**config.mk**
```make
export PLATFORM = sky130hd
export DESIGN_NAME = serial_tx_framer
export DESIGN_NICKNAME = d
export VERILOG_FILES = /design/src/rtl/serial_tx_framer.sv
export SDC_FILE = /design/constraint.sdc
export NUM_CORES = 1
export LEC_CHECK = 0
export BUFFER_PORTS_ARGS = -buffer_cell sky130_fd_sc_hd__buf_2
export CAP_MARGIN = 20
export CORE_ASPECT_RATIO = 0.9
export CORE_UTILIZATION = 50
export CTS_BUF_LIST = sky130_fd_sc_hd__clkbuf_16
export CTS_CLUSTER_DIAMETER = 200
export DETAILED_ROUTE_END_ITERATION = 10
export PLACE_DENSITY = 0.7
export SYNTH_ARGS = -nofsm -noshare
export SYNTH_HDL_FRONTEND = slang
export SYNTH_SLANG_ARGS = --single-unit
```
**constraint.sdc**
```tcl
create_clock -name clk -period 2.2 [get_ports clk]
set_input_delay 0.22 -clock clk [delete_from_list [all_inputs] [get_ports clk]]
set_output_delay 0.22 -clock clk [all_outputs]
set_load 0.05 [all_outputs]
```
**src/rtl/serial_tx_framer.sv**
```systemverilog
// Serial transmit framer: one start bit, DATA_BITS data bits LSB first, one stop bit,
// each bit held for OVERSAMPLE clock cycles. All outputs are registered.
module serial_tx_framer #(
    parameter int DATA_BITS  = 8,
    parameter int OVERSAMPLE = 16
) (
    input  logic                 clk,
    input  logic                 reset,
    input  logic                 load,
    input  logic [DATA_BITS-1:0] data_in,
    output logic                 tx_out,
    output logic                 busy,
    output logic                 done
);

    localparam int PH_W = (OVERSAMPLE > 1) ? $clog2(OVERSAMPLE) : 1;
    localparam int BI_W = (DATA_BITS > 1) ? $clog2(DATA_BITS) : 1;
    localparam logic [PH_W-1:0] PH_LAST = PH_W'(OVERSAMPLE - 1);
    localparam logic [BI_W-1:0] BI_LAST = BI_W'(DATA_BITS - 1);

    typedef enum logic [1:0] {
        IDLE,
        START,
        DATA,
        STOP
    } state_t;

    state_t               state;
    state_t               state_next;
    logic [PH_W-1:0]      ph;
    logic [PH_W-1:0]      ph_next;
    logic [BI_W-1:0]      bi;
    logic [BI_W-1:0]      bi_next;
    logic [DATA_BITS-1:0] shift_reg;
    logic [DATA_BITS-1:0] shift_next;
    logic [DATA_BITS-1:0] shift_down;
    logic                 tx_next;
    logic                 busy_next;
    logic                 done_next;
    logic                 ph_wrap;

    assign ph_wrap    = (ph == PH_LAST);
    assign shift_down = shift_reg >> 1;

    always_ff @(posedge clk or negedge reset) begin
        if (!reset) begin
            state     <= IDLE;
            ph        <= '0;
            bi        <= '0;
            shift_reg <= '0;
            tx_out    <= 1'b1;
            busy      <= 1'b0;
            done      <= 1'b0;
        end else begin
            state     <= state_next;
            ph        <= ph_next;
            bi        <= bi_next;
            shift_reg <= shift_next;
            tx_out    <= tx_next;
            busy      <= busy_next;
            done      <= done_next;
        end
    end

    // Outputs are computed one cycle ahead so the line changes on the same edge as the state.
    always_comb begin
        state_next = state;
        ph_next    = ph_wrap ? '0 : ph + PH_W'(1);
        bi_next    = bi;
        shift_next = shift_reg;
        tx_next    = tx_out;
        busy_next  = busy;
        done_next  = 1'b0;

        case (state)
            IDLE: begin
                ph_next   = '0;
                bi_next   = '0;
                tx_next   = 1'b1;
                busy_next = 1'b0;
                if (load) begin
                    state_next = START;
                    shift_next = data_in;
                    tx_next    = 1'b0;
                    busy_next  = 1'b1;
                end
            end
            START: begin
                if (ph_wrap) begin
                    state_next = DATA;
                    tx_next    = shift_reg[0];
                    bi_next    = '0;
                end
            end
            DATA: begin
                if (ph_wrap) begin
                    if (bi != BI_LAST) begin
                        shift_next = shift_down;
                        bi_next    = bi + BI_W'(1);
                        tx_next    = shift_down[0];
                    end else begin
                        state_next = STOP;
                        tx_next    = 1'b1;
                    end
                end
            end
            STOP: begin
                if (ph_wrap) begin
                    state_next = IDLE;
                    tx_next    = 1'b1;
                    busy_next  = 1'b0;
                    done_next  = 1'b1;
                end
            end
            default: begin
                state_next = IDLE;
                ph_next    = '0;
                tx_next    = 1'b1;
                busy_next  = 1'b0;
            end
        endcase
    end

    // The line may only be low inside a frame, and done marks the return to idle.
    a_low_only_when_busy : assert property (@(posedge clk) disable iff (!reset) !tx_out |-> busy);
    a_done_at_idle       : assert property (@(posedge clk) disable iff (!reset) done |-> (!busy && tx_out));

endmodule

```
==> results of run 1 <==
-- final timing paths --
check	to	startpoint	cells past startpoint	slack (ns)
setup / recovery	shift_reg[0]	state[0]	5	0.26
hold / removal	shift_reg[7]	data_in[7]	4	0.37
setup reg to reg	shift_reg[0]	state[0]	5	0.26
hold reg to reg	ph[0]	ph[0]	1	0.51
max in group asynchronous	tx_out	reset	2	1.42
min in group asynchronous	shift_reg[4]	reset	2	0.44
-- cells by family after synthesis --
kind of cell | count (synthesis) | synth area share
adder cells (fa/ha/maj) | 7 | 0.0774
flip-flops | 20 | 0.444
AND/OR/NAND/NOR | 37 | 0.185
buffers and inverters | 11 | 0.0453
XOR/XNOR | 1 | 0.00774
multiplexers | 3 | 0.0288
AO/OA/AOI/OAI | 29 | 0.212
-- through the flow --
| step | util | area [um^2] | setup WS (ns) | cells |
|---|---|---|---|---|
| floorplan | - | 1130 | 0.525 | 108 |
| global placement | 0.591 | 1200 | 0.409 | 140 |
| detailed placement | 0.591 | 1200 | 0.304 | 140 |
| CTS | 0.635 | 1290 | 0.294 | 145 |
| global route | 0.635 | 1290 | 0.134 | 145 |
| finish | 0.635 | 1290 | 0.262 | 145 |
-- power by group through the flow --
| stage | clock, mW | sequential (mW) | combinational, mW |
|---|---|---|---|
| global placement | 0 | 0.644 | 0.824 |
| floorplan | 0 | 0.690 | 0.643 |
| finish | 0.372 | 0.650 | 0.865 |
| CTS | 0.378 | 0.649 | 0.871 |
| global route | 0.397 | 0.672 | 0.950 |
| detailed placement | 0 | 0.654 | 0.863 |
-- worst max-delay path, cell delays in order, from the launching register on --
cell     delay, ns
dfrtp_1       0.42
inv_1         0.11
ha_1          0.39
nor2b_1       0.27
nand3_1       0.29
o221a_2       0.34
-- metal layers --
metal | vias up | part of all wire | global-route usage
li1 | 431 | - | -
met1 | 438 | 0.46 | 0.282
met2 | 16 | 0.49 | 0.377
met3 | 5 | 0.040 | 0.0712
met4 | 0 | 0.014 | 0.0895
met5 | - | 0 | 0
-- cells in the mapped netlist (4+ instances only) --
master | number | share of area
clkbuf_1 | 4 | 0.013
nor3b_1 | 7 | 0.046
dfrtp_1 | 19 | 0.42
inv_1 | 4 | 0.013
o221a_2 | 8 | 0.080
ha_1 | 7 | 0.077
nand3_1 | 5 | 0.022
nor2_1 | 9 | 0.030
nand2_1 | 4 | 0.013
o21ai_0 | 8 | 0.035
-- timing repair --
| item | 4_1_cts | 5_1_grt |
|---|---|---|
| hold buffers | 1 | 0 |
| endpoints found under the hold margin | 19 | 0 |
| setup endpoints to repair | 0 | 0 |
| setup buffers | 0 | 0 |
-- cell type report --
type / count / area [um^2] / area share
clock buffers: 3 / 75.1 / 0.0583
clock inverters: 1 / 3.75 / 0.00292
inverters: 4 / 15.0 / 0.0117
multi-input cells: 77 / 578 / 0.449
flip-flops and latches: 20 / 502 / 0.390
well taps: 25 / 31.3 / 0.0243
repair buffers: 15 / 82.6 / 0.0641
==> out/metrics.csv, run 1 <==
stage,metric,value,unit
status,run status,completed,
timing,total negative slack for setup checks,0,ns
grt,initial antenna violation count,0,
logic_synthesis,Syn. warnings,0,
floorplanning,I/O pin count,14,
power_and_ir_drop,static leakage,0.573,nW
final_layout,share of layout cells above drive strength 1,0.258,
power_and_ir_drop,share of total power in combinational logic,0.458,
power_and_ir_drop,switching part of the total,0.377,
power_and_ir_drop,power density over cell area,1470,mW/mm^2
final_layout,most frequent cells in the layout,"19 x dfrtp_1, 13 x buf_2, 9 x nor2_1",
clock_tree,clock slew at the register clock pins of the worst setup and hold paths,0.05,ns
timing,maximum clock rate,516,MHz
final_layout,number of flip-flops in the largest register,8,
setup_path,worst setup path category,flip-flop to flip-flop,
clock_tree,Clock Latency Late Sink,0.25,ns
setup_path,critical path peak fanout,12,
routing,post-detailed-route wirelength per cell,15.9,um
min_path,class of the tightest hold or removal check,input port to flip-flop,
clock_tree,library cell used as clock root buffer,clkbuf_16,
final_layout,Filler cells,172,
floorplanning,Initial Utilization,0.558,
clock_tree,clock tree from TritonCTS,yes,
logic_synthesis,Post-Syn Area per Cell,10.5,um^2
timing,transition at the pin with the smallest max-transition slack,0.611,ns
floorplanning,area of the die,0.00246,mm^2
routing,Vias,890,
routing,TritonRoute pass-1 iters,4,
clock_tree,number of buffers inserted during clock tree synthesis,3,
power_and_ir_drop,Pwr Total,1.89,mW
routing,Post-Route WL,2300,um
routing,Via density,6.14,
timing,clock tree skew after final layout,0.00229,ns
clock_tree,Sinks on Clock Net,20,
placed_design,routability-driven placement congestion ratio,0.809,
timing,setup repair after global routing missed its margin,false,
power_and_ir_drop,clock network fraction of design power,0.197,
routing,total DRC errors in the routed layout,0,
logic_synthesis,post-synthesis sequential area ratio,0.444,
setup_path,crit path DAT,2.07,ns
placed_design,HPWL Detailed,1650,um
placed_design,port bufs,13,
final_layout,"leading cell type in the layout, fill and taps excluded",dfrtp_1,
power_and_ir_drop,net switching component of the power,712,uW
logic_synthesis,flip-flop and latch count after synthesis,20,
grt,number of global-route vias before repair,851,
power_and_ir_drop,IR Drop Worst-Case VDD,949,uV
grt,Global Route Usage Sum,0.227,
final_layout,nets,139,
timing,Final min period,1.94,ns
floorplanning,die width,52.1,um
logic_synthesis,Synth Cell Area,0.00113,mm^2
logic_synthesis,number of distinct library cells after synthesis,37,
power_and_ir_drop,internal power summed over all cells,1.18,mW
clock_tree,CTS resizes,0,
clock_tree,CTS Buffer Depth,2,
routing,Iteration-0 DRC Markers,25,
logic_synthesis,instance count of the mapped netlist,108,
setup_path,kind of start point of the critical path,flip-flop,
timing,Final Max Tran Viols,0,
timing,number of endpoints with negative hold slack in the final report,0,
logic_synthesis,Post-Syn Nets,126,
power_and_ir_drop,fraction of power consumed by sequential logic,0.344,
routing,post-route antenna net violation count,0,
grt,pin count of the biggest net entering global routing,21,
floorplanning,Die Y,47.1,um
setup_path,endpoint kind of the worst setup timing path,flip-flop,
floorplanning,floorplan row count,15,
timing,share of the clock period used by the worst path after layout,0.881,
final_layout,Area growth syn-to-layout,13.8,%
job,max-cap check violation count,0,
final_layout,ANT cells,0,
setup_path,required time of the critical path,2.34,ns
clock_tree,htree depth,1,
logic_synthesis,Post-synth EDFFs,0,
logic_synthesis,most common flop cell mapped by yosys,dfrtp_1,
timing,number of failing setup endpoints in the final timing report,0,
floorplanning,core footprint,0.00203,mm^2
logic_synthesis,async set-reset flop share out of synthesis,1.00,
grt,global-route wire length before repair,3870,um
timing,tightest slew margin relative to the limit,0.593,
timing,final-layout worst hold slack,0.368,ns
grt,leftover overflow at the end of global routing,0,
Note: power is estimated with default switching activity, not from simulation.
==> run 2: changes to the inputs <==
- CORE_MARGIN: not set -> 10
- CTS_BUF_LIST: sky130_fd_sc_hd__clkbuf_16 -> not set
==> run 2 against run 1 <==
  * Critical endpoint is now shift_reg[5]
  * Clock power shrank 51%
  * Largest cell class unchanged
  * First-iteration DRC count grew 130%
  * Clock-buffer cell count grew 1
  * Highest routed layer unchanged
  * Die area grew 86%
==> out/metrics.csv, run 2 (synthesized netlist as in run 1, its figures left out) <==
stage,metric,value,unit
power_and_ir_drop,power density over cell area,1370,mW/mm^2
grt,initial antenna violation count,0,
placed_design,HPWL Detailed,1700,um
clock_tree,CTS resizes,0,
floorplanning,Initial Utilization,0.523,
timing,number of endpoints with negative hold slack in the final report,0,
timing,transition at the pin with the smallest max-transition slack,0.455,ns
routing,total DRC errors in the routed layout,0,
grt,pin count of the biggest net entering global routing,21,
clock_tree,htree depth,1,
timing,setup repair after global routing missed its margin,false,
routing,TritonRoute pass-1 iters,4,
setup_path,crit path DAT,2.07,ns
final_layout,"leading cell type in the layout, fill and taps excluded",dfrtp_1,
routing,Vias,881,
floorplanning,I/O pin count,14,
setup_path,path depth of the worst reg2reg path,5,
clock_tree,clock tree from TritonCTS,yes,
timing,share of the clock period used by the worst path after layout,0.851,
final_layout,Filler cells,200,
timing,maximum clock rate,534,MHz
setup_path,required time of the critical path,2.39,ns
setup_path,endpoint kind of the worst setup timing path,flip-flop,
routing,post-detailed-route wirelength per cell,16.1,um
grt,GR Layer Usage met3,0.0405,
routing,Iteration-0 DRC Markers,57,
clock_tree,post-CTS setup buffers,0,
timing,tightest slew margin relative to the limit,0.697,
placed_design,port bufs,13,
timing,number of failing setup endpoints in the final timing report,0,
routing,post-route antenna net violation count,0,
setup_path,critical path buffer and inverter count,0,
job,max-cap check violation count,0,
setup_path,dominant cell type by count on the critical path,ha_1,
routing,Via density,5.95,
floorplanning,area of the die,0.00457,mm^2
min_path,count of cells along the worst hold path,4,
grt,global routing met2 resource utilization,0.166,
grt,global-route wire length before repair,4130,um
timing,final-layout worst hold slack,0.292,ns
placed_design,routability-driven placement congestion ratio,0.777,
setup_path,critical path peak fanout,8,
timing,Final Max Tran Viols,0,
final_layout,most frequent cells in the layout,"19 x dfrtp_1, 13 x buf_2, 9 x nor2_1",
timing,Final min period,1.87,ns
setup_path,kind of start point of the critical path,flip-flop,
clock_tree,clock slew at the register clock pins of the worst setup and hold paths,0.11,ns
setup_path,largest stage delay on the critical path,0.42,ns
floorplanning,floorplan row count,16,
clock_tree,Sinks on Clock Net,20,
final_layout,Layout Cells excl Fill,148,
grt,GRT Max-Usage Layer,met2,
power_and_ir_drop,static leakage,0.554,nW
grt,number of global-route vias before repair,869,
setup_path,list of cells traversed by the critical path,ha_1 > ha_1 > nor2b_1 > nand3_1 > o221a_2,
status,run status,completed,
floorplanning,die width,70.1,um
final_layout,Area growth syn-to-layout,10.1,%
min_path,class of the tightest hold or removal check,input port to flip-flop,
clock_tree,Clock Latency Late Sink,0.30,ns
final_layout,nets,140,
routing,Post-Route WL,2380,um
timing,clock tree skew after final layout,0.00488,ns
clock_tree,CTS Buffer Depth,2,
clock_tree,library cell used as clock root buffer,clkbuf_4,
power_and_ir_drop,IR Drop Worst-Case VDD,768,uV
timing,total negative slack for setup checks,0,ns
final_layout,share of layout cells above drive strength 1,0.264,
setup_path,Crit path depth,5,
grt,Global Route Usage Sum,0.108,
clock_tree,number of buffers inserted during clock tree synthesis,3,
grt,leftover overflow at the end of global routing,0,
floorplanning,Die Y,65.1,um
final_layout,ANT cells,0,
final_layout,number of flip-flops in the largest register,8,
setup_path,CP max-delay cell,dfrtp_1,
grt,met1 usage,0.136,
setup_path,worst setup path category,flip-flop to flip-flop,
setup_path,family with the most delay on the worst path,adder cells,
floorplanning,core footprint,0.00216,mm^2
placed_design,count of placed standard cells including taps,143,
[run 2: final timing paths]
path | end | start | slack [ns]
max reg2reg | shift_reg[5] | bi[0] | 0.33
min | shift_reg[7] | data_in[7] | 0.29
min in group asynchronous | shift_reg[1] | reset | 0.38
max | shift_reg[5] | bi[0] | 0.33
min reg2reg | ph[0] | ph[0] | 0.51
max in group asynchronous | tx_out | reset | 1.48
[run 2: layer usage]
layer  vias to the layer above  wire length (um)
met3                         4               127
met1                       428              1140
li1                        429                 -
met5                         -                 0
met2                        20              1080
met4                         0                25
[run 2: repair_timing]
item / CTS / global route
endpoints found under the setup margin: 0 / 0
endpoints found under the hold margin: 19 / 0
hold buffers: 1 / 0
[run 2: final cells by class]
cell class,instances,area (um^2),area share
Inverter,4,15.0,0.0121
Multi-Input combinational cell,77,578,0.464
Sequential cell,20,502,0.403
Clock buffer,4,26.3,0.0211
Tap cell,27,33.8,0.0271
Timing Repair Buffer,16,90.1,0.0724
[run 2: report_power, final]
part | internal [mW] | switching (mW)
combinational | 0.421 | 0.460
sequential | 0.523 | 0.120
clock | 0.0707 | 0.111
[run 2: worst reg2reg max path, cell delays in order, from the launching register on]
cell and delay (ns):
dfrtp_1 0.42, ha_1 0.22, ha_1 0.29, nor2b_1 0.23, nand3_1 0.28, o221a_2 0.34
[run 2: per-stage QoR]
| stage | utilization | power, mW | setup slack, ns | instance area (um^2) |
|---|---|---|---|---|
| 3_3_place_gp | 0.559 | 1.48 | 0.402 | 1210 |
| 5_1_grt | 0.576 | 1.85 | 0.178 | 1240 |
| 4_1_cts | 0.576 | 1.72 | 0.345 | 1240 |
| 3_5_place_dp | 0.559 | 1.53 | 0.371 | 1210 |
| 6_report | 0.576 | 1.71 | 0.328 | 1240 |
| 2_1_floorplan | - | 1.33 | 0.525 | 1130 |
